==> src/rtl/jstk_spi_master.sv <==
// PmodJSTK SPI master: one 5-byte mode-0 transaction per accepted start, result in in_bytes.
// Build option JSTK_DECODE_EN adds registered x_pos/y_pos/btn fields decoded from the result.
module jstk_spi_master #(
    parameter int CLK_DIV      = 50,
    parameter int SS_SETUP_CYC = 1500,
    parameter int BYTE_GAP_CYC = 1000
) (
    input  logic        clk,
    input  logic        rst_n,
    input  logic        start,
    input  logic [1:0]  led_cmd,
    input  logic        miso,
    output logic        ss,
    output logic        sclk,
    output logic        mosi,
    output logic        busy,
    output logic        done,
    output logic [39:0] in_bytes
`ifdef JSTK_DECODE_EN
    ,
    output logic [9:0]  x_pos,
    output logic [9:0]  y_pos,
    output logic [2:0]  btn
`endif
);

    typedef enum logic [2:0] {
        S_IDLE,
        S_SETUP,
        S_SHIFT,
        S_GAP,
        S_DONE
    } state_e;

    localparam int CNT_MAX0 = (SS_SETUP_CYC > BYTE_GAP_CYC) ? SS_SETUP_CYC : BYTE_GAP_CYC;
    localparam int CNT_MAX  = (CNT_MAX0 > 2 * CLK_DIV) ? CNT_MAX0 : 2 * CLK_DIV;
    localparam int CNT_W    = $clog2(CNT_MAX + 1);

    localparam logic [CNT_W-1:0] SETUP_LAST = CNT_W'(SS_SETUP_CYC - 1);
    localparam logic [CNT_W-1:0] GAP_LAST   = CNT_W'(BYTE_GAP_CYC - 1);
    localparam logic [CNT_W-1:0] HALF       = CNT_W'(CLK_DIV);
    localparam logic [CNT_W-1:0] BIT_LAST   = CNT_W'(2 * CLK_DIV - 1);
    localparam logic [CNT_W-1:0] CNT_ONE    = CNT_W'(1);
    localparam logic [2:0]       LAST_BYTE  = 3'd4;

    state_e            state_q, state_d;
    logic [CNT_W-1:0]  cnt_q, cnt_d;
    logic [2:0]        bit_idx_q, bit_idx_d;
    logic [2:0]        byte_idx_q, byte_idx_d;
    logic [1:0]        led_q, led_d;
    logic [39:0]       shift_q, shift_d;
    logic [7:0]        tx_byte;

    logic              ss_q, ss_d;
    logic              sclk_q, sclk_d;
    logic              mosi_q, mosi_d;
    logic              busy_q, busy_d;
    logic              done_q, done_d;
    logic [39:0]       in_bytes_q, in_bytes_d;
`ifdef JSTK_DECODE_EN
    logic [9:0]        x_pos_q, x_pos_d;
    logic [9:0]        y_pos_q, y_pos_d;
    logic [2:0]        btn_q, btn_d;
`endif

    // Pins are registered from the current state, so they trail the FSM by one clock;
    // miso is captured on the very edge that raises the sclk pin.
    always_comb begin
        // NOTE: every variable gets a default before the case, so no path leaves one unassigned and no latch is inferred.
        state_d    = state_q;
        cnt_d      = cnt_q;
        bit_idx_d  = bit_idx_q;
        byte_idx_d = byte_idx_q;
        led_d      = led_q;
        shift_d    = shift_q;
        ss_d       = 1'b1;
        sclk_d     = 1'b0;
        mosi_d     = 1'b0;
        busy_d     = (state_q != S_IDLE);
        done_d     = 1'b0;
        in_bytes_d = in_bytes_q;
`ifdef JSTK_DECODE_EN
        x_pos_d    = x_pos_q;
        y_pos_d    = y_pos_q;
        btn_d      = btn_q;
`endif
        tx_byte    = (byte_idx_q == 3'd0) ? {6'b100000, led_q} : 8'h00;

        unique case (state_q)
            S_IDLE: begin
                if (start) begin
                    state_d    = S_SETUP;
                    led_d      = led_cmd;
                    cnt_d      = '0;
                    byte_idx_d = 3'd0;
                    bit_idx_d  = 3'd7;
                    shift_d    = '0;
                end
            end

            S_SETUP: begin
                ss_d   = 1'b0;
                mosi_d = tx_byte[bit_idx_q];
                if (cnt_q == SETUP_LAST) begin
                    cnt_d   = '0;
                    state_d = S_SHIFT;
                end else begin
                    cnt_d = cnt_q + CNT_ONE;
                end
            end

            S_SHIFT: begin
                ss_d   = 1'b0;
                mosi_d = tx_byte[bit_idx_q];
                sclk_d = (cnt_q >= HALF);
                if (cnt_q == HALF) begin
                    shift_d = {shift_q[38:0], miso};
                end
                if (cnt_q == BIT_LAST) begin
                    cnt_d = '0;
                    if (bit_idx_q == 3'd0) begin
                        bit_idx_d = 3'd7;
                        if (byte_idx_q == LAST_BYTE) begin
                            state_d = S_DONE;
                        end else begin
                            state_d    = S_GAP;
                            byte_idx_d = byte_idx_q + 3'd1;
                        end
                    end else begin
                        bit_idx_d = bit_idx_q - 3'd1;
                    end
                end else begin
                    cnt_d = cnt_q + CNT_ONE;
                end
            end

            S_GAP: begin
                ss_d   = 1'b0;
                mosi_d = tx_byte[bit_idx_q];
                if (cnt_q == GAP_LAST) begin
                    cnt_d   = '0;
                    state_d = S_SHIFT;
                end else begin
                    cnt_d = cnt_q + CNT_ONE;
                end
            end

            S_DONE: begin
                done_d     = 1'b1;
                in_bytes_d = shift_q;
`ifdef JSTK_DECODE_EN
                x_pos_d    = {shift_q[25:24], shift_q[39:32]};
                y_pos_d    = {shift_q[9:8], shift_q[23:16]};
                btn_d      = shift_q[2:0];
`endif
                state_d    = S_IDLE;
            end

            default: begin
                state_d = S_IDLE;
            end
        endcase
    end

    always_ff @(posedge clk or negedge rst_n) begin
        if (!rst_n) begin
            state_q    <= S_IDLE;
            cnt_q      <= '0;
            bit_idx_q  <= 3'd7;
            byte_idx_q <= 3'd0;
            led_q      <= 2'b00;
            shift_q    <= '0;
            ss_q       <= 1'b1;
            sclk_q     <= 1'b0;
            mosi_q     <= 1'b0;
            busy_q     <= 1'b0;
            done_q     <= 1'b0;
            in_bytes_q <= '0;
`ifdef JSTK_DECODE_EN
            x_pos_q    <= '0;
            y_pos_q    <= '0;
            btn_q      <= '0;
`endif
        end else begin
            // NOTE: non-blocking assignments so every flop samples the pre-edge values regardless of statement order.
            state_q    <= state_d;
            cnt_q      <= cnt_d;
            bit_idx_q  <= bit_idx_d;
            byte_idx_q <= byte_idx_d;
            led_q      <= led_d;
            shift_q    <= shift_d;
            ss_q       <= ss_d;
            sclk_q     <= sclk_d;
            mosi_q     <= mosi_d;
            busy_q     <= busy_d;
            done_q     <= done_d;
            in_bytes_q <= in_bytes_d;
`ifdef JSTK_DECODE_EN
            x_pos_q    <= x_pos_d;
            y_pos_q    <= y_pos_d;
            btn_q      <= btn_d;
`endif
        end
    end

    assign ss       = ss_q;
    assign sclk     = sclk_q;
    assign mosi     = mosi_q;
    assign busy     = busy_q;
    assign done     = done_q;
    assign in_bytes = in_bytes_q;
`ifdef JSTK_DECODE_EN
    assign x_pos    = x_pos_q;
    assign y_pos    = y_pos_q;
    assign btn      = btn_q;
`endif

endmodule
==> config.mk <==
export PLATFORM = sky130hd
export DESIGN_NAME = jstk_spi_master
export DESIGN_NICKNAME = d
export VERILOG_FILES = /design/src/rtl/jstk_spi_master.sv
export SDC_FILE = /design/constraint.sdc
export NUM_CORES = 1
export LEC_CHECK = 0
export BUFFER_PORTS_ARGS = -buffer_cell sky130_fd_sc_hd__buf_2
export CAP_MARGIN = 40
export CORE_MARGIN = 4
export CORE_UTILIZATION = 25
export CTS_BUF_LIST = sky130_fd_sc_hd__clkbuf_16
export DETAILED_ROUTE_END_ITERATION = 12
export MAX_ROUTING_LAYER = met4
export SLEW_MARGIN = 20
export SYNTH_ARGS = -nofsm -noshare
export SYNTH_HDL_FRONTEND = slang
export SYNTH_SLANG_ARGS = --single-unit
==> constraint.sdc <==
create_clock -name clk -period 2.18 [get_ports clk]
set_clock_uncertainty 0.2 [all_clocks]
set_input_delay 0.218 -clock clk [delete_from_list [all_inputs] [get_ports clk]]
set_output_delay 0.218 -clock clk [all_outputs]
set_load 0.005 [all_outputs]
# [Word-level counts from Yosys, hierarchy flattened]
# Cells that the tools add are included.
# W data, S select, Z words.
[totals] out_inout_bits=45 in_bits=6 word_cells=77 ff_bits=107
[classes] eq_ne=16 add_sub_neg=3 n_reduce_logical=13 n_mux=31 magnitude_cmp=2
[op_table] operator="$mux W40" count=2
[op_table] operator="$pmux W40 S2" count=1
[op_table] operator="$mux W11" count=4
[op_table] operator="$pmux W11 S4" count=1
[op_table] operator="$mux W3" count=13
[op_table] operator="$ne A2 B2 Y1 const B" count=7
[op_table] operator="$pmux W3 S2" count=2
[op_table] operator="$pmux W3 S4" count=1
[op_table] operator="$add A11 B1 Y11 const B" count=1
[op_table] operator="$eq A11 B10 Y1 const B" count=1
[op_table] operator="$eq A11 B11 Y1 const B" count=1
[op_table] operator="$eq A11 B6 Y1 const B" count=1
[op_table] operator="$eq A11 B7 Y1 const B" count=1
[op_table] operator="$ge A11 B6 Y1 const B" count=1
[op_table] operator="$reduce_and A5 Y1" count=2
[op_table] operator="$logic_not A3 Y1" count=3
[op_table] operator="$mux W8" count=1
[op_table] operator="$eq A3 B2 Y1 const B" count=2
[op_table] operator="$eq A3 B3 Y1 const B" count=2
[op_table] operator="$reduce_and A3 Y1" count=2
[op_table] operator="$mux W1" count=5
[op_table] operator="$lt A3 B4 Y1 const B" count=1
[op_table] operator="$reduce_and A2 Y1" count=2
[op_table] operator="$reduce_bool A4 Y1" count=1
[op_table] operator="other kinds (7)" count=7

# [Logic depth before layout (Yosys ltp)]
[depth] word_depth=5 ltp_mapped=8

# [Worst setup path after synthesis]
# OpenSTA, ideal clock, no wires.
[synth_timing] kind="register -> register" start="register cnt_q[1]" end="register state_q[1]" setup_time_ns=0.128 arrival_time_ns=1.915 setup_slack_ns=-0.062 stages_incl_launch_ff=7 cell_sequence="dfrtp_1 > ha_1 > nor2b_1 > and3b_1 > a2111oi_4 > nor3_2 > mux2_1"
[synth_between] elab_chain_len=3 word_cells_on_any_way=7
[synth_lines] element="start: declaration" line="47" rtl="logic [CNT_W-1:0] cnt_q, cnt_d;"
[synth_lines] element="start signal: assignment" line="187" rtl="cnt_q <= cnt_d;"
[synth_lines] element="$eq A11 B10 Y1 (tied with other cells)" line="140" rtl="if (cnt_q == GAP_LAST) begin"
[synth_lines] element="$ne A2 B2 Y1 (no source line)"
[synth_lines] element="$reduce_and A5 Y1 (no source line) *"
[synth_lines] element="end signal: assignment" line="186" rtl="state_q <= state_d;"
[synth_lines] element="end: declaration" line="46" rtl="state_e state_q, state_d;"
# Mark *: on every way between the ends. The rest lies on a longest branch, timed or not.
# A chain may end at the register's enable or synchronous reset.

# [Final worst setup path]
[layout_timing] start="register cnt_q[9]" end="register shift_q[11]"
[layout_between] elab_chain_len=3
[layout_lines] element="$eq A11 B6 Y1" line="116" rtl="if (cnt_q == HALF) begin"
[layout_lines] element="$ne A2 B2 Y1 (no source line)"
[layout_lines] element="$reduce_and A3 Y1 (no source line)"
[layout_lines] element="end signal: assignment" line="191" rtl="shift_q <= shift_d;"
[layout_lines] element="end: declaration" line="51" rtl="logic [39:0] shift_q, shift_d;"
# Every way passes these cells.

==> results_dict.tcl <==
set metrics [dict create \
    status "finished with violations" \
    violations "negative setup slack" \
    cp-end-kind "flop" \
    finalPower_w 0.00549 \
    numCtsBuffers 9 \
    cts.clk_slew.worst_paths_ps 70 \
    synth-edff-count 0 \
    combPwrFrac 0.266 \
    synthFlopType "dfrtp_1" \
    grt_pass1_vias 3394 \
    p_per_area_mw_per_mm2 907 \
    start_util 0.256 \
    yosys_warnings 0 \
    synthArstFlopShare 1.00 \
    path_class "reg2reg" \
    grt-ovfl-total 0 \
    syn2layout_area_growth_pct 30.7 \
    dp_hpwl_microns 6840 \
    top_usage_layer "met2" \
    drc_errors 0 \
    first_pass_iters 5 \
    grt_usage 0.108 \
    p_seq_frac 0.442 \
    max-slew-margin-rel 0.699 \
    root_buffer "clkbuf_16" \
    fill_cells 1785 \
    synth-seq-cells 107 \
    htree_levels 3 \
    syn-num-nets 445 \
    cp_max_fo 20 \
    grt_max_degree 53 \
    cts.sinks 107 \
    dr.first_iter.drc_count 237 \
    row_count 49 \
    grt_pass1_wl_microns 17400 \
    cts_buffer_depth 2 \
    tightest_slew_ps 450 \
    die_h_microns 144 \
    via_per_inst 4.66 \
    startpoint_type "flop" \
    coreArea_sq_mm 0.0181 \
    rr_worst_depth 6 \
    yosysUniqueCellTypes 49 \
    finalCriticalPeriod_ps 2220 \
    fin_nets 529 \
    post_route_cells_drive_above_1_share 0.391 \
    slowest_stage "or4_4" \
    cts_tree "built" \
    cellLeakagePower_nw 2.81 \
    p_clk_frac 0.293 \
    swShare 0.314 \
    fmax_ghz 0.450 \
    finalInstanceArea_sq_mm 0.00605 \
    ios 51 \
    switching_power_w 0.00172 \
    syn-mean-instance-area_sq_um 10.7 \
    syn_inst 433 \
    synth_area_sq_mm 0.00463 \
    dieArea_sq_mm 0.0207 \
    post-route-period-util 1.02 \
    final-setup-viol-count 28 \
    final_antenna_net_count 0 \
    hold_ws_ps 141 \
    cpPeakStageDelay_ps 590 \
    vias 3504 \
    gp_congestion 0.901 \
    drv_cap 0 \
    crit_chain "or4_4 -> nor4_4 -> buf_4 -> o21ai_4 -> buf_8 -> o21ai_0" \
    wl_microns 11400 \
    p_int_w 0.00376 \
    clock_latency_ps 350 \
    hold_path_class "in2async" \
    drv_slew 0 \
    vdd_ir_drop_max_uv 392 \
    worstPathArrival_ps 2280 \
    port_buffers 50 \
    cp_data_required_time_ps 2240 \
    yosysSeqAreaShare 0.580 \
    use_met3 0.0271 \
    use_met1 0.135 \
    final_util 0.334 \
    use_met2 0.169 \
    avgRoutedWirePerCell_microns 15.2 \
    dp_slack_ps -57.7 \
    rsz0062_at_grt "yes" \
    antenna_found_initial 1 \
    fin_ws_ps -40.3 \
    post_dp_cell_area_sq_mm 0.00529 \
    die_width_microns 144 \
    final_hold_viol_count 0 \
]
-- metal layers --
metal  routed length [microns]  up-vias
met3                       694       23
met5                         0        -
met4                       251        0
met2                      5660      107
met1                      4840     1724
li1                          -     1650
-- cell usage after synthesis, types with 2 or more instances --
cell type / count / share of area
a21oi_1: 6 / 0.0065
a31oi_1: 2 / 0.0027
and2_1: 5 / 0.0068
buf_2: 2 / 0.0022
clkbuf_1: 22 / 0.018
dfrtp_1: 103 / 0.56
dfstp_2: 4 / 0.023
ha_1: 6 / 0.016
inv_1: 9 / 0.0073
mux2_2: 43 / 0.10
mux2i_1: 2 / 0.0043
nand2_1: 104 / 0.084
nand3_1: 6 / 0.0065
nand4_1: 2 / 0.0027
nand4b_1: 2 / 0.0038
nor2_1: 21 / 0.017
nor2b_1: 4 / 0.0054
nor3_1: 4 / 0.0043
nor3b_2: 2 / 0.0054
o211ai_1: 3 / 0.0049
o21ai_0: 40 / 0.043
o21ai_1: 7 / 0.0076
o22ai_1: 5 / 0.0068
or2_2: 2 / 0.0027
or3_1: 2 / 0.0027
xor2_1: 2 / 0.0038
-- logic make-up after synthesis --
logic type      count (synthesis)  share of synthesized area
buf+inv                        33                     0.0273
flops                         107                      0.580
fa+ha+maj                       6                     0.0162
simple gates                  166                      0.165
compound gates                 73                     0.0968
xor+xnor                        2                    0.00379
mux                            46                      0.111
-- metrics by stage --
stage,std cells,setup TNS (ps)
floorplan,433,0
global placement,710,-1.76
detailed placement,710,-1370
CTS,735,-6.92
global route,752,-2100
finish,752,-567
-- placed cells by master, fill, tap and decap left out, drive strengths merged, types with 3 or more instances in the layout --
cell type    Yosys  layout
dfstp            4       4
nor2b            4       4
clkinv           0       5
o21ai           48      49
mux2            44      44
clkbuf          22      13
nand3            6       6
nor2            21      21
and2             5       5
o22ai            5       5
inv              9       9
dfrtp          103     103
nand2          105     105
nor3             5       5
dlygate4sd3      0       4
ha               6       6
a21oi            6       6
buf              2      88
o211ai           3       3
-- power groups by stage --
| stage | sequential [W] | clock [W] | combinational [W] |
|---|---|---|---|
| final | 0.00242 | 0.00160 | 0.00146 |
| after CTS | 0.00242 | 0.00164 | 0.00119 |
| after floorplan | 0.00236 | 0 | 0.000697 |
| after global placement | 0.00243 | 0 | 0.00103 |
| after global routing | 0.00245 | 0.00172 | 0.00160 |
| after detailed placement | 0.00244 | 0 | 0.00107 |
-- registers in the layout, summed over array words and instances, names as in the netlist --
signal / count
in_bytes: 40
shift_q: 40
cnt_q: 11
bit_idx_q: 3
byte_idx_q: 3
state_q: 3
led_q: 2
busy: 1
done: 1
mosi: 1
sclk: 1
ss: 1
-- final timing paths --
kind | slack, ps | endpoint | from
setup / recovery | -40 | shift_q[11] | cnt_q[9]
hold / removal | 140 | shift_q[7] | rst_n
setup reg to reg | -40 | shift_q[11] | cnt_q[9]
hold reg to reg | 300 | in_bytes[16] | in_bytes[16]
max in group asynchronous | 1050 | bit_idx_q[0] | rst_n
min in group clk | 230 | led_q[1] | start
-- critical path, delay by kind of cell (launching register included) --
family / cells / cell delay (ps)
buffers and inverters: 2 / 400
flip-flops: 1 / 380
AND/OR/NAND/NOR: 2 / 850
AO/OA/AOI/OAI: 2 / 290
-- final cells by class --
class	instances	area, sq um	share of cell area
well taps	229	287	0.0474
diodes	1	2.50	0.000414
flip-flops and latches	107	2680	0.444
clock buffers	9	225	0.0372
clock inverters	7	68.8	0.0114
multi-input cells	294	2000	0.331
repair buffers	96	749	0.124
inverters	9	33.8	0.00559
-- what timing repair did --
item	in CTS	in global routing
hold endpoints to repair	106	0
cloned	2	9
buffers inserted	3	7
endpoints found under the setup margin	42	40
resized for setup	15	67
hold buffers	4	0
pin swaps	5	7
No activity file was read; power rests on OpenSTA's default activity.
